===== src/rtl/bp_pkg.sv =====
// Shared types for the conditional-branch predictor:
// counter encodings, FSM states, in-flight entry, counter update.
package bp_pkg;

    localparam logic [1:0] SNT = 2'd0;
    localparam logic [1:0] WNT = 2'd1;
    localparam logic [1:0] WT  = 2'd2;
    localparam logic [1:0] ST  = 2'd3;

    // Widest table index an in-flight entry can carry.
    localparam int IDX_MAX = 16;

    typedef enum logic {
        INIT,
        RUN
    } bp_state_e;

    typedef struct packed {
        logic [IDX_MAX-1:0] index;
        logic               pred;
    } bp_entry_t;

    function automatic logic [1:0] sat_update(
        input logic [1:0] c,
        input logic       taken
    );
        if (taken)
            return (c == ST) ? ST : c + 2'd1;
        else
            return (c == SNT) ? SNT : c - 2'd1;
    endfunction

endpackage


===== src/rtl/branch_predictor_if.sv =====
// Decoder/executor <-> predictor bundle.
// master: pred_valid/pred_pc/upd_valid/upd_taken out; predict_taken/mispredict in.
interface branch_predictor_if;

    logic        pred_valid;
    logic [31:0] pred_pc;
    logic        predict_taken;
    logic        upd_valid;
    logic        upd_taken;
    logic        mispredict;

    modport master (
        output pred_valid,
        output pred_pc,
        output upd_valid,
        output upd_taken,
        input  predict_taken,
        input  mispredict
    );

    modport slave (
        input  pred_valid,
        input  pred_pc,
        input  upd_valid,
        input  upd_taken,
        output predict_taken,
        output mispredict
    );

endinterface


===== src/rtl/bp_inflight_fifo.sv =====
// DEPTH-entry queue of unresolved predictions.
// Ports: i_clk, i_reset, i_push/i_din, i_pop, i_flush, o_head, o_full, o_empty.
module bp_inflight_fifo
    import bp_pkg::*;
#(
    parameter int DEPTH = 2
) (
    input  logic      i_clk,
    input  logic      i_reset,
    input  logic      i_push,
    input  bp_entry_t i_din,
    input  logic      i_pop,
    input  logic      i_flush,
    output bp_entry_t o_head,
    output logic      o_full,
    output logic      o_empty
);

    localparam int PW = (DEPTH > 1) ? $clog2(DEPTH) : 1;
    localparam int CW = $clog2(DEPTH + 1);

    bp_entry_t         r_mem [DEPTH];
    logic [PW-1:0]     r_rd;
    logic [PW-1:0]     r_wr;
    logic [CW-1:0]     r_cnt;

    logic              w_do_pop;
    logic              w_do_push;

    function automatic logic [PW-1:0] wrap_inc(input logic [PW-1:0] p);
        return (p == PW'(DEPTH - 1)) ? '0 : p + 1'b1;
    endfunction

    assign o_empty   = (r_cnt == '0);
    assign o_full    = (r_cnt == CW'(DEPTH));
    assign o_head    = r_mem[r_rd];

    // A pop frees the slot, so a push into a full queue is fine then.
    assign w_do_pop  = i_pop && !o_empty;
    assign w_do_push = i_push && (!o_full || w_do_pop);

    always_ff @(posedge i_clk) begin
        if (w_do_push)
            r_mem[r_wr] <= i_din;
    end

    // Flush accompanies a popping head: the head and everything
    // younger leave together, so the queue simply empties.
    always_ff @(posedge i_clk) begin
        if (i_reset || i_flush) begin
            r_rd  <= '0;
            r_wr  <= '0;
            r_cnt <= '0;
        end else begin
            if (w_do_pop)
                r_rd <= wrap_inc(r_rd);
            if (w_do_push)
                r_wr <= wrap_inc(r_wr);
            r_cnt <= r_cnt + CW'(w_do_push) - CW'(w_do_pop);
        end
    end

endmodule


===== src/rtl/branch_predictor.sv =====
// 2-bit saturating-counter branch predictor with in-flight queue.
// Ports: i_clk, i_reset, bp_if (slave), o_ready, o_err, o_miss_cnt.
// Option macro BP_GHR_EN: XOR a global history register into the index.
module branch_predictor
    import bp_pkg::*;
#(
    parameter int         IDX_BITS   = 6,
    parameter logic [1:0] INIT_STATE = 2'b10,
    parameter int         DEPTH      = 2,
    parameter int         GHR_BITS   = 6
) (
    input  logic                      i_clk,
    input  logic                      i_reset,
    branch_predictor_if.slave         bp_if,
    output logic                      o_ready,
    output logic                      o_err,
    output logic [31:0]               o_miss_cnt
);

    localparam int N = 1 << IDX_BITS;

    if (GHR_BITS > IDX_BITS || IDX_BITS > IDX_MAX) begin : g_bad_cfg
        $error("branch_predictor: bad IDX_BITS/GHR_BITS");
    end

    bp_state_e            r_state;
    bp_state_e            w_state_nxt;
    logic [IDX_BITS-1:0]  r_ptr;
    logic [1:0]           r_table [N];
    logic                 r_err;
    logic [31:0]          r_miss;

    logic                 w_run;
    logic [IDX_BITS-1:0]  w_idx;
    logic [IDX_BITS-1:0]  w_hidx;
    logic                 w_pred;
    logic                 w_pop;
    logic                 w_push;
    logic                 w_mis;
    logic                 w_full;
    logic                 w_empty;
    bp_entry_t            w_head;
    bp_entry_t            w_din;
    logic                 w_unused;

    // FSM: state register
    always_ff @(posedge i_clk) begin
        if (i_reset)
            r_state <= INIT;
        else
            r_state <= w_state_nxt;
    end

    // FSM: next state
    always_comb begin
        w_state_nxt = r_state;
        unique case (r_state)
            INIT: if (r_ptr == IDX_BITS'(N - 1)) w_state_nxt = RUN;
            RUN:  w_state_nxt = RUN;
            default: w_state_nxt = INIT;
        endcase
    end

    // FSM: outputs
    always_comb begin
        w_run   = (r_state == RUN);
        o_ready = w_run;
    end

    always_ff @(posedge i_clk) begin
        if (i_reset)
            r_ptr <= '0;
        else if (r_state == INIT)
            r_ptr <= r_ptr + 1'b1;
    end

`ifdef BP_GHR_EN
    logic [GHR_BITS-1:0] r_ghr;

    // History is updated only from resolved outcomes.
    always_ff @(posedge i_clk) begin
        if (i_reset)
            r_ghr <= '0;
        else if (w_pop)
            r_ghr <= (r_ghr << 1) | GHR_BITS'(bp_if.upd_taken);
    end

    assign w_idx = bp_if.pred_pc[IDX_BITS+1:2] ^ IDX_BITS'(r_ghr);
`else
    assign w_idx = bp_if.pred_pc[IDX_BITS+1:2];
`endif

    assign w_pred  = w_run ? r_table[w_idx][1] : 1'b1;
    assign w_hidx  = w_head.index[IDX_BITS-1:0];

    assign w_pop   = w_run && bp_if.upd_valid && !w_empty;
    assign w_mis   = w_pop && (w_head.pred ^ bp_if.upd_taken);
    // A push in the mispredict cycle is on the wrong path.
    assign w_push  = w_run && bp_if.pred_valid && !w_mis;

    assign w_din.index = IDX_MAX'(w_idx);
    assign w_din.pred  = w_pred;

    assign bp_if.predict_taken = w_pred;
    assign bp_if.mispredict    = w_mis;

    assign w_unused = ^{bp_if.pred_pc, w_head.index};

    bp_inflight_fifo #(
        .DEPTH   (DEPTH)
    ) u_fifo (
        .i_clk   (i_clk),
        .i_reset (i_reset),
        .i_push  (w_push),
        .i_din   (w_din),
        .i_pop   (w_pop),
        .i_flush (w_mis),
        .o_head  (w_head),
        .o_full  (w_full),
        .o_empty (w_empty)
    );

    // Prediction reads the table combinationally before this write
    // lands, so a same-entry predict sees the old counter.
    always_ff @(posedge i_clk) begin
        if (!i_reset) begin
            if (r_state == INIT)
                r_table[r_ptr] <= INIT_STATE;
            else if (w_pop)
                r_table[w_hidx] <= sat_update(r_table[w_hidx],
                                              bp_if.upd_taken);
        end
    end

    always_ff @(posedge i_clk) begin
        if (i_reset)
            r_err <= 1'b0;
        else if (w_run &&
                 ((bp_if.pred_valid && w_full && !w_pop) ||
                  (bp_if.upd_valid && w_empty)))
            r_err <= 1'b1;
    end

    always_ff @(posedge i_clk) begin
        if (i_reset)
            r_miss <= '0;
        else if (w_mis)
            r_miss <= r_miss + 32'd1;
    end

    assign o_err      = r_err;
    assign o_miss_cnt = r_miss;

endmodule

===== src/flat_wrapper.sv =====
// flat-port wrapper written by rule: the top's interface ports become plain ports
module branch_predictor_flat import bp_pkg::*;
#(
    parameter int         IDX_BITS   = 6,
    parameter logic [1:0] INIT_STATE = 2'b10,
    parameter int         DEPTH      = 2,
    parameter int         GHR_BITS   = 6
)
  (i_clk, i_reset, o_ready, o_err, o_miss_cnt, bp_if_pred_valid, bp_if_pred_pc, bp_if_upd_valid, bp_if_upd_taken, bp_if_predict_taken, bp_if_mispredict);
  branch_predictor_if bp_if_i ();
  input  logic i_clk;
  input  logic i_reset;
  output logic o_ready;
  output logic o_err;
  output logic [31:0] o_miss_cnt;
  input wire logic [$bits(bp_if_i.pred_valid)-1:0] bp_if_pred_valid;
  input wire logic [$bits(bp_if_i.pred_pc)-1:0] bp_if_pred_pc;
  input wire logic [$bits(bp_if_i.upd_valid)-1:0] bp_if_upd_valid;
  input wire logic [$bits(bp_if_i.upd_taken)-1:0] bp_if_upd_taken;
  output wire logic [$bits(bp_if_i.predict_taken)-1:0] bp_if_predict_taken;
  output wire logic [$bits(bp_if_i.mispredict)-1:0] bp_if_mispredict;
  assign bp_if_i.pred_valid = bp_if_pred_valid;
  assign bp_if_i.pred_pc = bp_if_pred_pc;
  assign bp_if_i.upd_valid = bp_if_upd_valid;
  assign bp_if_i.upd_taken = bp_if_upd_taken;
  assign bp_if_predict_taken = bp_if_i.predict_taken;
  assign bp_if_mispredict = bp_if_i.mispredict;
  branch_predictor #(.IDX_BITS(IDX_BITS), .INIT_STATE(INIT_STATE), .DEPTH(DEPTH), .GHR_BITS(GHR_BITS)) u_core (.i_clk(i_clk), .i_reset(i_reset), .bp_if(bp_if_i), .o_ready(o_ready), .o_err(o_err), .o_miss_cnt(o_miss_cnt));
endmodule

===== config.mk =====
export PLATFORM = sky130hd
export DESIGN_NAME = branch_predictor_flat
export DESIGN_NICKNAME = d
export VERILOG_FILES = /design/src/rtl/bp_pkg.sv /design/src/rtl/branch_predictor_if.sv /design/src/rtl/bp_inflight_fifo.sv /design/src/rtl/branch_predictor.sv /design/src/flat_wrapper.sv
export SDC_FILE = /design/constraint.sdc
export NUM_CORES = 1
export LEC_CHECK = 0
export CORE_UTILIZATION = 40
export CTS_BUF_LIST = sky130_fd_sc_hd__clkbuf_4
export CTS_CLUSTER_DIAMETER = 200
export CTS_CLUSTER_SIZE = 8
export DETAILED_ROUTE_END_ITERATION = 12
export GPL_TIMING_DRIVEN = 0
export MAX_ROUTING_LAYER = met4
export PLACE_DENSITY = 0.66
export SLEW_MARGIN = 20
export SYNTH_ARGS = -nofsm -noshare
export SYNTH_HDL_FRONTEND = slang
export SYNTH_SLANG_ARGS = --single-unit

===== constraint.sdc =====
create_clock -name i_clk -period 9.35 [get_ports i_clk]
set_clock_uncertainty 0.05 [all_clocks]
set_input_delay 1.87 -clock i_clk [delete_from_list [all_inputs] [get_ports i_clk]]
set_output_delay 1.87 -clock i_clk [all_outputs]
set_load 0.02 [all_outputs]

* After elaboration in Yosys (flattened, before gate mapping) *
Memory sizes are Yosys's and may differ from the RTL's. A register that Yosys moved wholly into a read port is not among the register bits.
Cells that the tools add are included.

storage, ports and cells
  bits in registers = 44
  bits in writable memories = 142
  input bits = 37
  output and inout bits = 36
  word-level logic and storage cells = 68
  memories = 2

cells by class
  $add $sub $neg = 8
  eq/ne operators = 3
  multiplexer cells = 25
  bitwise logic cells = 2
  reductions and logical operators = 21

memories
  memory               words  width  rd ports  clocked after memory_dff  wr ports  line                    RTL
  u_core.r_table       64     2      2         0                         1         branch_predictor.sv:29  logic [1:0] r_table [N];
  u_core.u_fifo.r_mem  2      7      1         1                         1         bp_inflight_fifo.sv:22  bp_entry_t r_mem [DEPTH];

operators by type and width
  kind                                                                 count
  32-bit by 1-bit adder with 32-bit output (second input constant)     1
  1-bit two-way mux                                                    16
  2-bit two-way mux                                                    7
  1-bit logical AND                                                    11
  6-bit by 1-bit adder with 6-bit output (second input constant)       1
  6-bit equality test (second input constant)                          1
  6-bit two-way mux                                                    1
  2-bit equality test (second input constant)                          2
  1-bit zero test                                                      4
  2-bit zero test                                                      2
  1-bit logical OR                                                     3
  1-bit adder (second input constant)                                  2
  2-bit by 1-bit adder with 2-bit output                               1
  2-bit by 1-bit adder with 2-bit output (second input constant)       1
  1-bit one-hot mux with 2 select lines                                1
  2-bit OR reduction                                                   1
  2-bit by 1-bit subtractor with 2-bit output                          1
  2-bit by 1-bit subtractor with 2-bit output (second input constant)  1
  1-bit inverter                                                       1
  1-bit XOR                                                            1

* Longest topological paths before layout *
  depth after elaboration = 9
  gate-level depth with buffers = 13
  mapped depth without buffers = 10

* Hierarchy *
From an unflattened synthesis, not the netlist that was laid out.

unflattened totals
  cell total of the unflattened synthesis = 709
  area, all modules = 9326.4 um^2

by module, submodules not included
  module            instances  cells each  area each (um^2)  seq. area each (um^2)
  branch_predictor  1          623         7848.8            4644.5
  bp_inflight_fifo  1          86          1477.7            1121.1

* Worst setup path before layout *
OpenSTA, ideal clock, no wires.

  path kind = input-to-output
  start = input port bp_if_pred_pc[2]
  end = output port bp_if_predict_taken
  arrival = 4077 ps
  required time = 7430 ps
  slack = 3353 ps
  stages on the path = 6
  path buffers = 2
  cell sequence = buf_2 -> buf_2 -> mux4_2 -> mux4_2 -> mux4_2 -> nand2b_1

on the way
  longest elaborated chain between the ends = 2

ends and longest elaborated chain
  element             line                    RTL
  start: declaration  flat_wrapper.sv:17      input wire logic [$bits(bp_if_i.pred_pc)-1:0] bp_if_pred_pc;
  memory 64 x 2 bit   --
  1-bit two-way mux   branch_predictor.sv:93  assign w_pred = w_run ? r_table[w_idx][1] : 1'b1;
  end: declaration    flat_wrapper.sv:20      output wire logic [$bits(bp_if_i.predict_taken)-1:0] bp_if_predict_taken;

Every way passes these cells.

* Final worst setup path *
  start = input port bp_if_pred_pc[3]
  end = output port bp_if_predict_taken

The elaborated chain is that of the path after synthesis.

==> summary.md <==
| Metric | Value |
|---|---|
| Drt pass-1 iters | 8 |
| Detailed-route wire length | 22.8 mm |
| Initial antenna violation count | 1 |
| CTS Buffer Depth | 2 |
| CP Launch Type | input pin |
| Die ar. | 22100 µm² |
| Largest net degree at the start of global routing | 65 |
| RD Place Congestion | 0.937 |
| Layout area overhead | 13.3% |
| Synth Area per Inst | 10.9 µm² |
| Fillcell total | 1996 |
| Reg2Reg Setup Slack | 5040 ps |
| DRT antenna net count | 0 |
| Outcome | completed |
| First-pass GRT wire length | 34.7 mm |
| CTS tree | yes |
| Mux cell area share after synthesis | 0.0663 |
| HP Class | register to register |
| Critical path origin | bp_if_pred_pc[3] |
| Reg area | 5160 µm² |
| Pwr dens | 140 nW/µm² |
| Worst R2R Path Depth | 10 |
| Largest family of logic cells by synthesized area | simple AND/OR/NAND/NOR gates |
| Die width | 149 µm |
| Crit-path leading delay family | buffers and inverters |
| Leak | 3.40 nW |
| All-Layer GR Usage | 0.221 |
| Port buffer count | 46 |
| Slew headroom | 0.230 |
| Internal power | 1.02 mW |
| Critical Path End Type | primary output |
| Crit path required time | 7430 ps |
| CP arrival | 5860 ps |
| Ports | 73 |
| Sw frac | 0.255 |
| Max Slew Vio Count | 0 |
| #FFs+latches synth | 187 |
| RSZ-0062 raised after global routing | false |
| Final hold vios | 0 |
| Slowest stage delay, CP | 770 ps |
| Initial Util | 0.409 |
| Routed len/inst | 19.8 µm |
| CP Class | input pin to primary output |
| Routed via count | 6350 |
| Peak VDD IR | 0.101 mV |
| R2r endpoint | u_core.r_table[19][1]$_DFFE_PP_ |
| Synth Area in Adders | 0.00827 |
| Post-CTS setup buffer count | 0 |
| Inserted Clock Buffers | 17 |
| Final cycle utilization of the critical path | 0.832 |
| Fmax | 129 MHz |
| Warnings, synthesis | 0 |
| Area taken by multi-input logic gates | 3210 µm² |
| WP buf/inv | 4 |
| Core area | 21100 µm² |
| Min Tclk post-route | 7780 ps |
| Crit-path cells | clkdlybuf4s50_1 > buf_1 > clkbuf_1 > mux4_2 > mux4_2 > mux4_2 > nand2b_1 > clkdlybuf4s50_1 |
| Cell count along the critical path | 8 |
| Reg clk slew, reported paths | 160 ps |
| Setup TNS | 0 ps |
| Final setup margin | 1570 ps |
| Comb power frac | 0.030 |
| Post-Place Setup Slack | 1660 ps |
| Max_cap viols | 0 |
| Share of post-route cells with drive strength above 1 | 0.104 |
| Die Y | 149 µm |
| Top FF cell, synth | edfxtp_1 |
| Via/cell ratio | 5.52 |
| Post-CTS Hold Buffers | 0 |
| Synth Area in Simple Gates | 0.216 |
| Cts repair resizes | 0 |
| Compound-Gate Fraction of Synth Area | 0.0450 |
| Cells after Synth | 793 |
| 1st-iter DRT viols | 866 |
| HPWL after DPL | 15.5 mm |
| Worst path slowest cell | clkbuf_1 |
| Fraction of registers with async set/reset | 0 |
| H-tree levels | 4 |
| Worst-skew pair later-pin latency | 590 ps |
| Final setup viols | 0 |
| Rows | 53 |
| Mapped Nets | 834 |
| Post-synthesis xor/xnor area fraction | 0.0355 |
| Remaining Overflow, GRT | 0 |
| Synthesized area | 8620 µm² |
| Residual DRC | 0 |
| Critical path endpoint | bp_if_predict_taken |
| Synth cell types | 47 |
| Worst slew pin tran | 1160 ps |
| Root Buffer | clkbuf_4 |
| Sequential Power Share | 0.648 |
| Worst Path Max Fanout | 10 |
| Vias in the first global route | 5959 |
| EDFF count, synth | 142 |
| Clk pwr share | 0.322 |
| CP dominant cell by count | mux4_2 |
| Register area share after synthesis | 0.599 |
| Nets | 902 |
| Clock sinks | 187 |
| Net switching power | 0.348 mW |
flip-flops by register name, summed over array words and instances (netlist names), named ones only:
name / count
u_core.o_err: 1
u_core.o_miss_cnt: 32
u_core.o_ready: 1
u_core.r_ptr: 6
u_core.r_table: 128
u_core.u_fifo.r_cnt: 2
u_core.u_fifo.r_mem: 14
u_core.u_fifo.r_rd: 1
u_core.u_fifo.r_wr: 1
Yosys cell counts, types with 2 or more instances:
| cell type | instances | area (µm²) |
|---|---|---|
| nand2_1 | 171 | 642 |
| edfxtp_1 | 142 | 4260 |
| nor2_1 | 118 | 443 |
| nand3_1 | 76 | 380 |
| dfxtp_1 | 45 | 901 |
| a21oi_1 | 36 | 180 |
| xor2_1 | 27 | 236 |
| mux4_2 | 21 | 473 |
| buf_2 | 13 | 65.1 |
| a31oi_1 | 10 | 62.6 |
| and3_1 | 10 | 62.6 |
| inv_1 | 10 | 37.5 |
| nor4_1 | 10 | 62.6 |
| buf_6 | 9 | 101 |
| clkbuf_1 | 9 | 33.8 |
| xnor2_1 | 8 | 70.1 |
| o21ai_0 | 7 | 35.0 |
| or3_1 | 7 | 43.8 |
| nor3_1 | 6 | 30.0 |
| mux2i_1 | 5 | 50.1 |
| nand2b_1 | 5 | 31.3 |
| buf_1 | 4 | 15.0 |
| ha_1 | 4 | 50.1 |
| nor2b_1 | 4 | 25.0 |
| a32oi_1 | 3 | 26.3 |
| and2_1 | 3 | 18.8 |
| nand4_1 | 3 | 18.8 |
| o21ai_1 | 3 | 15.0 |
| a21o_1 | 2 | 15.0 |
| a21oi_4 | 2 | 32.5 |
| nand3b_1 | 2 | 15.0 |
| nor3_2 | 2 | 20.0 |
| o211ai_1 | 2 | 15.0 |
power by group through the flow:
stage	clock network, mW	logic (mW)	registers [mW]
2_1_floorplan	0	0.0225	0.904
3_3_place_gp	0	0.0387	0.904
3_5_place_dp	0	0.0396	0.904
4_1_cts	0.443	0.0397	0.886
5_1_grt	0.477	0.0429	0.886
6_report	0.441	0.0406	0.886
worst min-delay path, stage by stage, from the launching register on:
cell     delay, ps
dfxtp_1        370
o21ai_0         80
a21oi_1         60
metrics by stage:
step	area [µm²]	util	hold WS, ps	cells	power [mW]
floorplan	8620	-	417	793	0.926
global placement	9430	0.447	419	1114	0.943
global route	9770	0.463	504	1150	1.41
CTS	9770	0.463	474	1149	1.37
detailed placement	9490	0.450	443	1117	0.944
finish	9770	0.463	476	1150	1.37
layout make-up:
type	count	share of cell area
Timing Repair Buffer	49	0.0517
Sequential cell	187	0.529
Clock inverter	15	0.0155
Tap cell	275	0.0352
Clock buffer	17	0.0131
Inverter	10	0.00384
Multi-Input combinational cell	560	0.329
Buffer	36	0.0228
Antenna cell	1	0.000256
cell usage in the layout, fill, tap and decap left out, types with 8 or more instances in the layout:
cell,n
edfxtp_1,142
mux4_2,21
clkdlybuf4s50_1,46
and3_1,10
clkbuf_1,9
xor2_1,27
a21oi_1,36
xnor2_1,8
inv_1,10
buf_6,9
buf_2,13
nor2_1,118
a31oi_1,10
nand3_1,76
dfxtp_1,45
nor4_1,10
clkbuf_4,17
nand2_1,170
per-layer routing:
metal	vias to the layer above	part of all wire	global-route usage
li1	2952	-	-
met3	42	0.088	0.0502
met5	-	0	-
met4	0	0.024	0.0709
met1	3056	0.43	0.295
met2	300	0.46	0.333
worst min-delay path by stage:
stage | start | to | slack, ps | depth (start not counted)
after floorplan | u_core.r_ptr[5]$_SDFFE_PP0N_ | u_core.r_ptr[5]$_SDFFE_PP0N_ | 420 | 2
after global placement | u_core.o_err$_SDFFE_PP0P_ | u_core.o_err$_SDFFE_PP0P_ | 420 | 2
after detailed placement | u_core.o_err$_SDFFE_PP0P_ | u_core.o_err$_SDFFE_PP0P_ | 440 | 2
after CTS | u_core.r_ptr[5]$_SDFFE_PP0N_ | u_core.r_ptr[5]$_SDFFE_PP0N_ | 470 | 2
after global routing | u_core.r_ptr[5]$_SDFFE_PP0N_ | u_core.r_ptr[5]$_SDFFE_PP0N_ | 500 | 2
final | u_core.r_ptr[5]$_SDFFE_PP0N_ | u_core.r_ptr[5]$_SDFFE_PP0N_ | 480 | 2
cells by family (layout without fill, tap and decap cells):
group	count (synthesis)	in the layout
adders and majority gates	6	6
xor gates and xnor gates	35	35
other	0	1
AOI/OAI and AO/OA	66	66
DFF	187	187
muxes	29	29
buffers and inverters	46	127
and+or+nand+nor	424	424
(Power assumes the default switching activity.)
